## src/rtl/prog_loader_pkg.sv

```systemverilog
// Shared constants for the boot-time program loader: state encodings and
// stream/frame parameters.
package prog_loader_pkg;

   // Stream byte width
   localparam int unsigned ByteW = 8;

   // FSM state encodings (4-bit)
   localparam logic [3:0] StIdle   = 4'd0;
   localparam logic [3:0] StCntHi  = 4'd1;
   localparam logic [3:0] StCntLo  = 4'd2;
   localparam logic [3:0] StDataHi = 4'd3;
   localparam logic [3:0] StDataLo = 4'd4;
   localparam logic [3:0] StWrite  = 4'd5;
   localparam logic [3:0] StCksum  = 4'd6;
   localparam logic [3:0] StDone   = 4'd7;
   localparam logic [3:0] StErr    = 4'd8;

   // A frame is valid when the modular byte sum, checksum included, hits this value
   localparam logic [ByteW-1:0] CksumGood = 8'h00;

   // States in which the loader takes a stream byte
   function automatic logic accepts_byte(input logic [3:0] st);
      return (st == StCntHi) || (st == StCntLo) || (st == StDataHi) ||
             (st == StDataLo) || (st == StCksum);
   endfunction

   // States from which a start pulse launches a new load
   function automatic logic start_ok(input logic [3:0] st);
      return (st == StIdle) || (st == StDone) || (st == StErr);
   endfunction

endpackage

```

## src/rtl/prog_loader_cksum.sv

```systemverilog
// 8-bit modular checksum accumulator with clear, add-enable and a zero flag.
// zero_o reports whether the sum including the byte being added this cycle
// equals the good-frame value, so the FSM can decide on the checksum byte itself.
module prog_loader_cksum
   import prog_loader_pkg::*;
(
   input  logic             clk,
   input  logic             reset,
   input  logic             clr_i,
   input  logic             add_i,
   input  logic [ByteW-1:0] byte_i,
   output logic             zero_o
);

   logic [ByteW-1:0] sum_q, sum_d, sum_inc;

   // Sum as it would stand after this cycle's byte
   always_comb begin
      sum_inc = sum_q + (add_i ? byte_i : '0);
      sum_d   = clr_i ? '0 : sum_inc;
      zero_o  = (sum_inc == CksumGood);
   end

   // Accumulator register
   always_ff @(posedge clk) begin
      if (reset) begin
         sum_q <= '0;
      end else begin
         sum_q <= sum_d;
      end
   end

endmodule

```

## src/rtl/prog_loader.sv

```systemverilog
// Boot-time program loader: receives a framed byte stream, assembles
// big-endian words, writes them to memory and releases the core from reset
// once the frame checksum verifies.
module prog_loader
   import prog_loader_pkg::*;
#(
   parameter int unsigned DATAW    = 16,
   parameter int unsigned ADDRW    = 16,
   parameter int unsigned LOADBASE = 0,
   parameter int unsigned MAXWORDS = 256
) (
   input  logic             clk,
   input  logic             reset,
   input  logic             start,
   input  logic             in_valid,
   input  logic [ByteW-1:0] in_data,
   output logic             in_ready,
   output logic             mem_wr,
   output logic [ADDRW-1:0] mem_addr,
   output logic [DATAW-1:0] mem_wrdata,
   output logic             cpu_reset,
   output logic             done,
   output logic             error
);

   localparam logic [16:0] MaxN = 17'(MAXWORDS);

   logic [3:0]       state_q, state_d;
   logic [15:0]      count_q, count_d;
   logic [15:0]      idx_q, idx_d;
   logic [7:0]       hi_q, hi_d;
   logic [ADDRW-1:0] addr_q, addr_d;
   logic [DATAW-1:0] wdata_q, wdata_d;
   logic             in_ready_q, mem_wr_q, cpu_reset_q, done_q, error_q;
   logic             xfer, cks_clr, cks_zero;
   logic [15:0]      n_word;

   assign xfer = in_valid & in_ready_q;

   prog_loader_cksum u_cksum (
      .clk    (clk),
      .reset  (reset),
      .clr_i  (cks_clr),
      .add_i  (xfer),
      .byte_i (in_data),
      .zero_o (cks_zero)
   );

   // Next-state logic for the FSM, counters and write-port registers
   always_comb begin
      state_d = state_q;
      count_d = count_q;
      idx_d   = idx_q;
      hi_d    = hi_q;
      addr_d  = addr_q;
      wdata_d = wdata_q;
      cks_clr = 1'b0;
      n_word  = {count_q[15:8], in_data};
      case (state_q)
         StIdle, StDone, StErr: begin
            if (start) begin
               state_d = StCntHi;
               idx_d   = '0;
               cks_clr = 1'b1;
            end
         end
         StCntHi: begin
            if (xfer) begin
               count_d[15:8] = in_data;
               state_d       = StCntLo;
            end
         end
         StCntLo: begin
            if (xfer) begin
               count_d = n_word;
               if ({1'b0, n_word} > MaxN) begin
                  state_d = StErr;
               end else if (n_word == '0) begin
                  state_d = StCksum;
               end else begin
                  state_d = StDataHi;
               end
            end
         end
         StDataHi: begin
            if (xfer) begin
               hi_d    = in_data;
               state_d = StDataLo;
            end
         end
         StDataLo: begin
            if (xfer) begin
               // Address wraps modulo the address width
               addr_d  = ADDRW'(LOADBASE) + ADDRW'(idx_q);
               wdata_d = DATAW'({hi_q, in_data});
               state_d = StWrite;
            end
         end
         StWrite: begin
            idx_d = idx_q + 16'd1;
            if (({1'b0, idx_q} + 17'd1) < {1'b0, count_q}) begin
               state_d = StDataHi;
            end else begin
               state_d = StCksum;
            end
         end
         StCksum: begin
            if (xfer) begin
               state_d = cks_zero ? StDone : StErr;
            end
         end
         default: state_d = StIdle;
      endcase
   end

   // State and output registers; outputs are decoded from the next state so
   // they line up with the state they describe
   always_ff @(posedge clk) begin
      if (reset) begin
         state_q     <= StIdle;
         count_q     <= '0;
         idx_q       <= '0;
         hi_q        <= '0;
         addr_q      <= '0;
         wdata_q     <= '0;
         in_ready_q  <= 1'b0;
         mem_wr_q    <= 1'b0;
         cpu_reset_q <= 1'b1;
         done_q      <= 1'b0;
         error_q     <= 1'b0;
      end else begin
         state_q     <= state_d;
         count_q     <= count_d;
         idx_q       <= idx_d;
         hi_q        <= hi_d;
         addr_q      <= addr_d;
         wdata_q     <= wdata_d;
         in_ready_q  <= accepts_byte(state_d);
         mem_wr_q    <= (state_d == StWrite);
         cpu_reset_q <= (state_d != StDone);
         done_q      <= (state_d == StDone);
         error_q     <= (state_d == StErr);
      end
   end

   assign in_ready   = in_ready_q;
   assign mem_wr     = mem_wr_q;
   assign mem_addr   = addr_q;
   assign mem_wrdata = wdata_q;
   assign cpu_reset  = cpu_reset_q;
   assign done       = done_q;
   assign error      = error_q;

endmodule

```

## config.mk

```make
export PLATFORM = sky130hd
export DESIGN_NAME = prog_loader
export DESIGN_NICKNAME = d
export VERILOG_FILES = /design/src/rtl/prog_loader_pkg.sv /design/src/rtl/prog_loader_cksum.sv /design/src/rtl/prog_loader.sv
export SDC_FILE = /design/constraint.sdc
export NUM_CORES = 1
export LEC_CHECK = 0
export CAP_MARGIN = 0
export CORE_AREA = 2 2 93 95
export DETAILED_ROUTE_END_ITERATION = 10
export DIE_AREA = 0 0 95 97
export GPL_TIMING_DRIVEN = 0
export PLACE_DENSITY = 0.78
export SLEW_MARGIN = 30
export SYNTH_ARGS = -nofsm -noshare
export SYNTH_HDL_FRONTEND = slang
export SYNTH_SLANG_ARGS = --single-unit
```

## constraint.sdc

```tcl
create_clock -name clk -period 3.9 [get_ports clk]
set_input_delay 0.585 -clock clk [delete_from_list [all_inputs] [get_ports clk]]
set_output_delay 0.585 -clock clk [all_outputs]
set_load 0.1 [all_outputs]
```

==> implementation parameters <==
Parameter                              Value

Outcome
  Outcome    complete, no violations

Routing
  1st-pass router iterations    5
  Total wire length    11000 um
  Via count of the routed design    ~4000
  Ratio of routed vias to standard cells    5.58
  Wirelength per Cell    15.2 um
  DRC violations left    0
  Number of DRC markers after the initial detailed-route iteration    191
  Post-detailed-route count of antenna-violating nets    0

Global routing
  Global-route wire length before repair    roughly 18000 um
  Total congestion overflow after global routing    0
  Largest net degree at the start of global routing    18
  Antenna violations before repair    0
  Global-route usage over all layers    0.249
  Via count of the first global-routing pass    around 3800

Logic synthesis
  Flop and latch count out of synthesis    a little under 90
  Cell with the most instances after synthesis    sky130_fd_sc_hd__nand2_1
  Unique cell type count in the Yosys netlist    53
  Cells taking the most area after synthesis    sky130_fd_sc_hd__dfxtp_1 40%, sky130_fd_sc_hd__nand2_1 8.1%, sky130_fd_sc_hd__a21oi_1 6.9%
  Share of the synthesized area in the top cell type    0.400
  Number of nets in the synthesized netlist    593
  Share of the yosys chip area belonging to registers    0.400
  Async set-or-reset flop fraction in the synthesized netlist    0
  EDFF count, synth    0
  Top post-synthesis cells by count    96 x sky130_fd_sc_hd__nand2_1, 89 x sky130_fd_sc_hd__dfxtp_1, 62 x sky130_fd_sc_hd__nor2_1
  Per-instance average area after synthesis    between 7 and 8 um^2
  Synth Warn #    0
  Number of standard cells after synthesis    about 560
  Most area-hungry cell type in the Yosys netlist    sky130_fd_sc_hd__dfxtp_1
  Post-Syn Area    4450 um^2
  Primary FF master, synth    sky130_fd_sc_hd__dfxtp_1

Floorplanning
  FP Rows    33
  Die width    95 um
  I/O Pins    between 40 and 50
  Area of the core    between 8000 and 9000 um^2
  Total die area    9220 um^2
  Effective utilization at floorplan    0.547
  Die span in y    97 um

Run
  Maxcap violations    0

Clocking
  Worst-Skew Late Latency    ~360 ps
  Clk sinks    about 90
  TritonCTS clock tree    done
  Maximum root-to-sink buffer count    2
  Clock transition at the registers of the reported paths    roughly 90 ps
  Cts repair resizes    0
  Clock tree root driver cell    sky130_fd_sc_hd__clkbuf_8
  Htree depth    3
  Post-CTS Hold Fix Bufs    0
  Postcts setup bufs    0
  Num CTS Buffers    9

Critical path
  Crit. End Element    flip-flop
  Reg2Reg Depth    12
  Highest net fanout along the worst path    7
  Critical path start-end classification    reg -> reg
  Beginning of the critical path    idx_q[4]
  Worst EP arrival    roughly 4000 ps
  Critical Path Source Type    flip-flop
  Startpoint of the worst register-to-register path    idx_q[4]
  Critical path data required time    between 4000 and 5000 ps

Cells and area
  Layout Nets    approximately 650
  Final core utilization    0.646
  Area grow syn2layout    18.0%
  Share of cells above drive strength 1    0.0597
  Antenna diode count    0
  Number of cells in the finished layout apart from fillers    roughly 730

Timing
  Rel. slew slack    0.338
  Final worst path period need    about 3600 ps
  Post-layout worst setup margin    263 ps
  Count of final max-slew check failures    0
  Max frequency    275 MHz
  Worst-margin pin slew    about 990 ps
  Total count of hold-check failures in the final report    0
  Post-route clock skew    approximately 8.5 ps
  Setup violators final    0
  Ratio of final minimum period to clock period    0.933

Hold path
  Min-delay src    mem_addr[10]
  Worst hold-check path type    reg -> reg
  Instance count along the most critical hold path    2

Place
  Pre-CTS WS    128 ps
  Dpl hpwl    ~8100 um
  Instance count after placement with tap cells included    slightly above 700
  Number of input and output port buffers inserted    47
  Placer Congestion    between 0.8 and 0.9

Power
  Peak VDD IR    approximately 0.18 mV
  Leak Pwr    about 0.002 uW
  Cell area power density    roughly 320 nW/um^2
-- stage by stage --
stage | instance area, um^2 | hold slack, ps | total power (uW) | TNS [ps]
after global routing | 5250 | 471 | 1750 | -3.55
after detailed placement | 5050 | 446 | 1100 | 0
after global placement | 5050 | 439 | 1100 | 0
final | 5250 | 457 | 1700 | 0
after CTS | 5240 | 459 | 1700 | 0
after floorplan | 4450 | 431 | 1050 | 0
-- sequential cells by signal, indices dropped and copies added (netlist names) --
signal and flops:
mem_addr 16, done 1, idx_q 16, count_q 16
cpu_reset 1, mem_wrdata 16, mem_wr 1, in_ready 1
hi_q 8, error 1, u_cksum.sum_q 8, state_q 4
-- path summary, 6_finish.rpt --
check,endpoint,slack [ps]
worst min-delay path,mem_addr[10],460
worst max register to register,cpu_reset,260
worst min register to register,mem_addr[10],460
worst max-delay path,cpu_reset,260
-- cell type report --
cell class,instances,area [um^2]
Buffer,34,141
Sequential cell,89,1780
Fill cell,688,2880
Multi-Input combinational cell,413,2470
Inverter,21,78.8
Timing Repair Buffer,47,470
Clock buffer,9,124
Tap cell,105,131
Clock inverter,7,58.8
-- where the power goes --
| group | switching, uW | leakage [uW] | internal, uW |
|---|---|---|---|
| Clock | 368 | 0.0000925 | 243 |
| Sequential | 7.36 | 0.000718 | 917 |
| Combinational | 105 | 0.00121 | 55.6 |
| Total | 480 | 0.00202 | 1220 |
-- layout by cell type (no fill, tap or decap), types with 2 or more instances in the layout --
master / n
sky130_fd_sc_hd__buf_2: 4
sky130_fd_sc_hd__nand3_1: 17
sky130_fd_sc_hd__nor3b_1: 3
sky130_fd_sc_hd__o31ai_1: 2
sky130_fd_sc_hd__dfxtp_1: 88
sky130_fd_sc_hd__a21oi_1: 61
sky130_fd_sc_hd__o2111ai_1: 3
sky130_fd_sc_hd__a22oi_1: 3
sky130_fd_sc_hd__nor3_1: 3
sky130_fd_sc_hd__nand3b_1: 4
sky130_fd_sc_hd__nand2b_1: 2
sky130_fd_sc_hd__inv_6: 3
sky130_fd_sc_hd__and3_1: 10
sky130_fd_sc_hd__nor3_2: 2
sky130_fd_sc_hd__ha_1: 22
sky130_fd_sc_hd__o21ai_1: 3
sky130_fd_sc_hd__clkbuf_8: 9
sky130_fd_sc_hd__and2_1: 6
sky130_fd_sc_hd__o21ai_0: 20
sky130_fd_sc_hd__a31oi_1: 6
sky130_fd_sc_hd__clkdlybuf4s50_1: 47
sky130_fd_sc_hd__mux2i_1: 16
sky130_fd_sc_hd__or3_1: 7
sky130_fd_sc_hd__xor2_1: 11
sky130_fd_sc_hd__nor2b_1: 5
sky130_fd_sc_hd__nand2_1: 96
sky130_fd_sc_hd__nand4_1: 7
sky130_fd_sc_hd__nor2_1: 61
sky130_fd_sc_hd__clkbuf_1: 27
sky130_fd_sc_hd__inv_1: 21
sky130_fd_sc_hd__buf_4: 2
sky130_fd_sc_hd__a211oi_2: 3
sky130_fd_sc_hd__nor4_1: 4
sky130_fd_sc_hd__a21o_1: 3
sky130_fd_sc_hd__xnor2_1: 10
-- per-layer routing --
layer  vias to the layer above  GRT usage  part of all wire
met3                        17     0.0343             0.044
met5                         -          0                 0
li1                       2020          -                 -
met1                      1906      0.348              0.47
met4                         0     0.0948             0.018
met2                       105      0.387              0.47
-- worst max-delay path: stages (launching register included) --
cell and delay [ps]:
sky130_fd_sc_hd__dfxtp_1 470, sky130_fd_sc_hd__nand3_1 190, sky130_fd_sc_hd__nor3_4 370, sky130_fd_sc_hd__nand4_1 280, sky130_fd_sc_hd__xnor2_1 290, sky130_fd_sc_hd__ha_1 310
sky130_fd_sc_hd__a21o_1 190, sky130_fd_sc_hd__a21oi_1 210, sky130_fd_sc_hd__nand4_1 100, sky130_fd_sc_hd__o21ai_0 340, sky130_fd_sc_hd__nand4bb_1 190, sky130_fd_sc_hd__nor3b_2 210
sky130_fd_sc_hd__or3_1 370
-- logic make-up (layout without fill, tap and decap cells) --
kind of cell	count (synthesis)	in the layout	synth area share
compound gates	115	115	0.153
xor+xnor	21	21	0.0413
fa+ha+maj	24	24	0.0691
buf+inv	55	118	0.0495
flops	89	89	0.400
mux	16	16	0.0360
simple gates	237	237	0.251
Power figures use the tool's default switching activity.
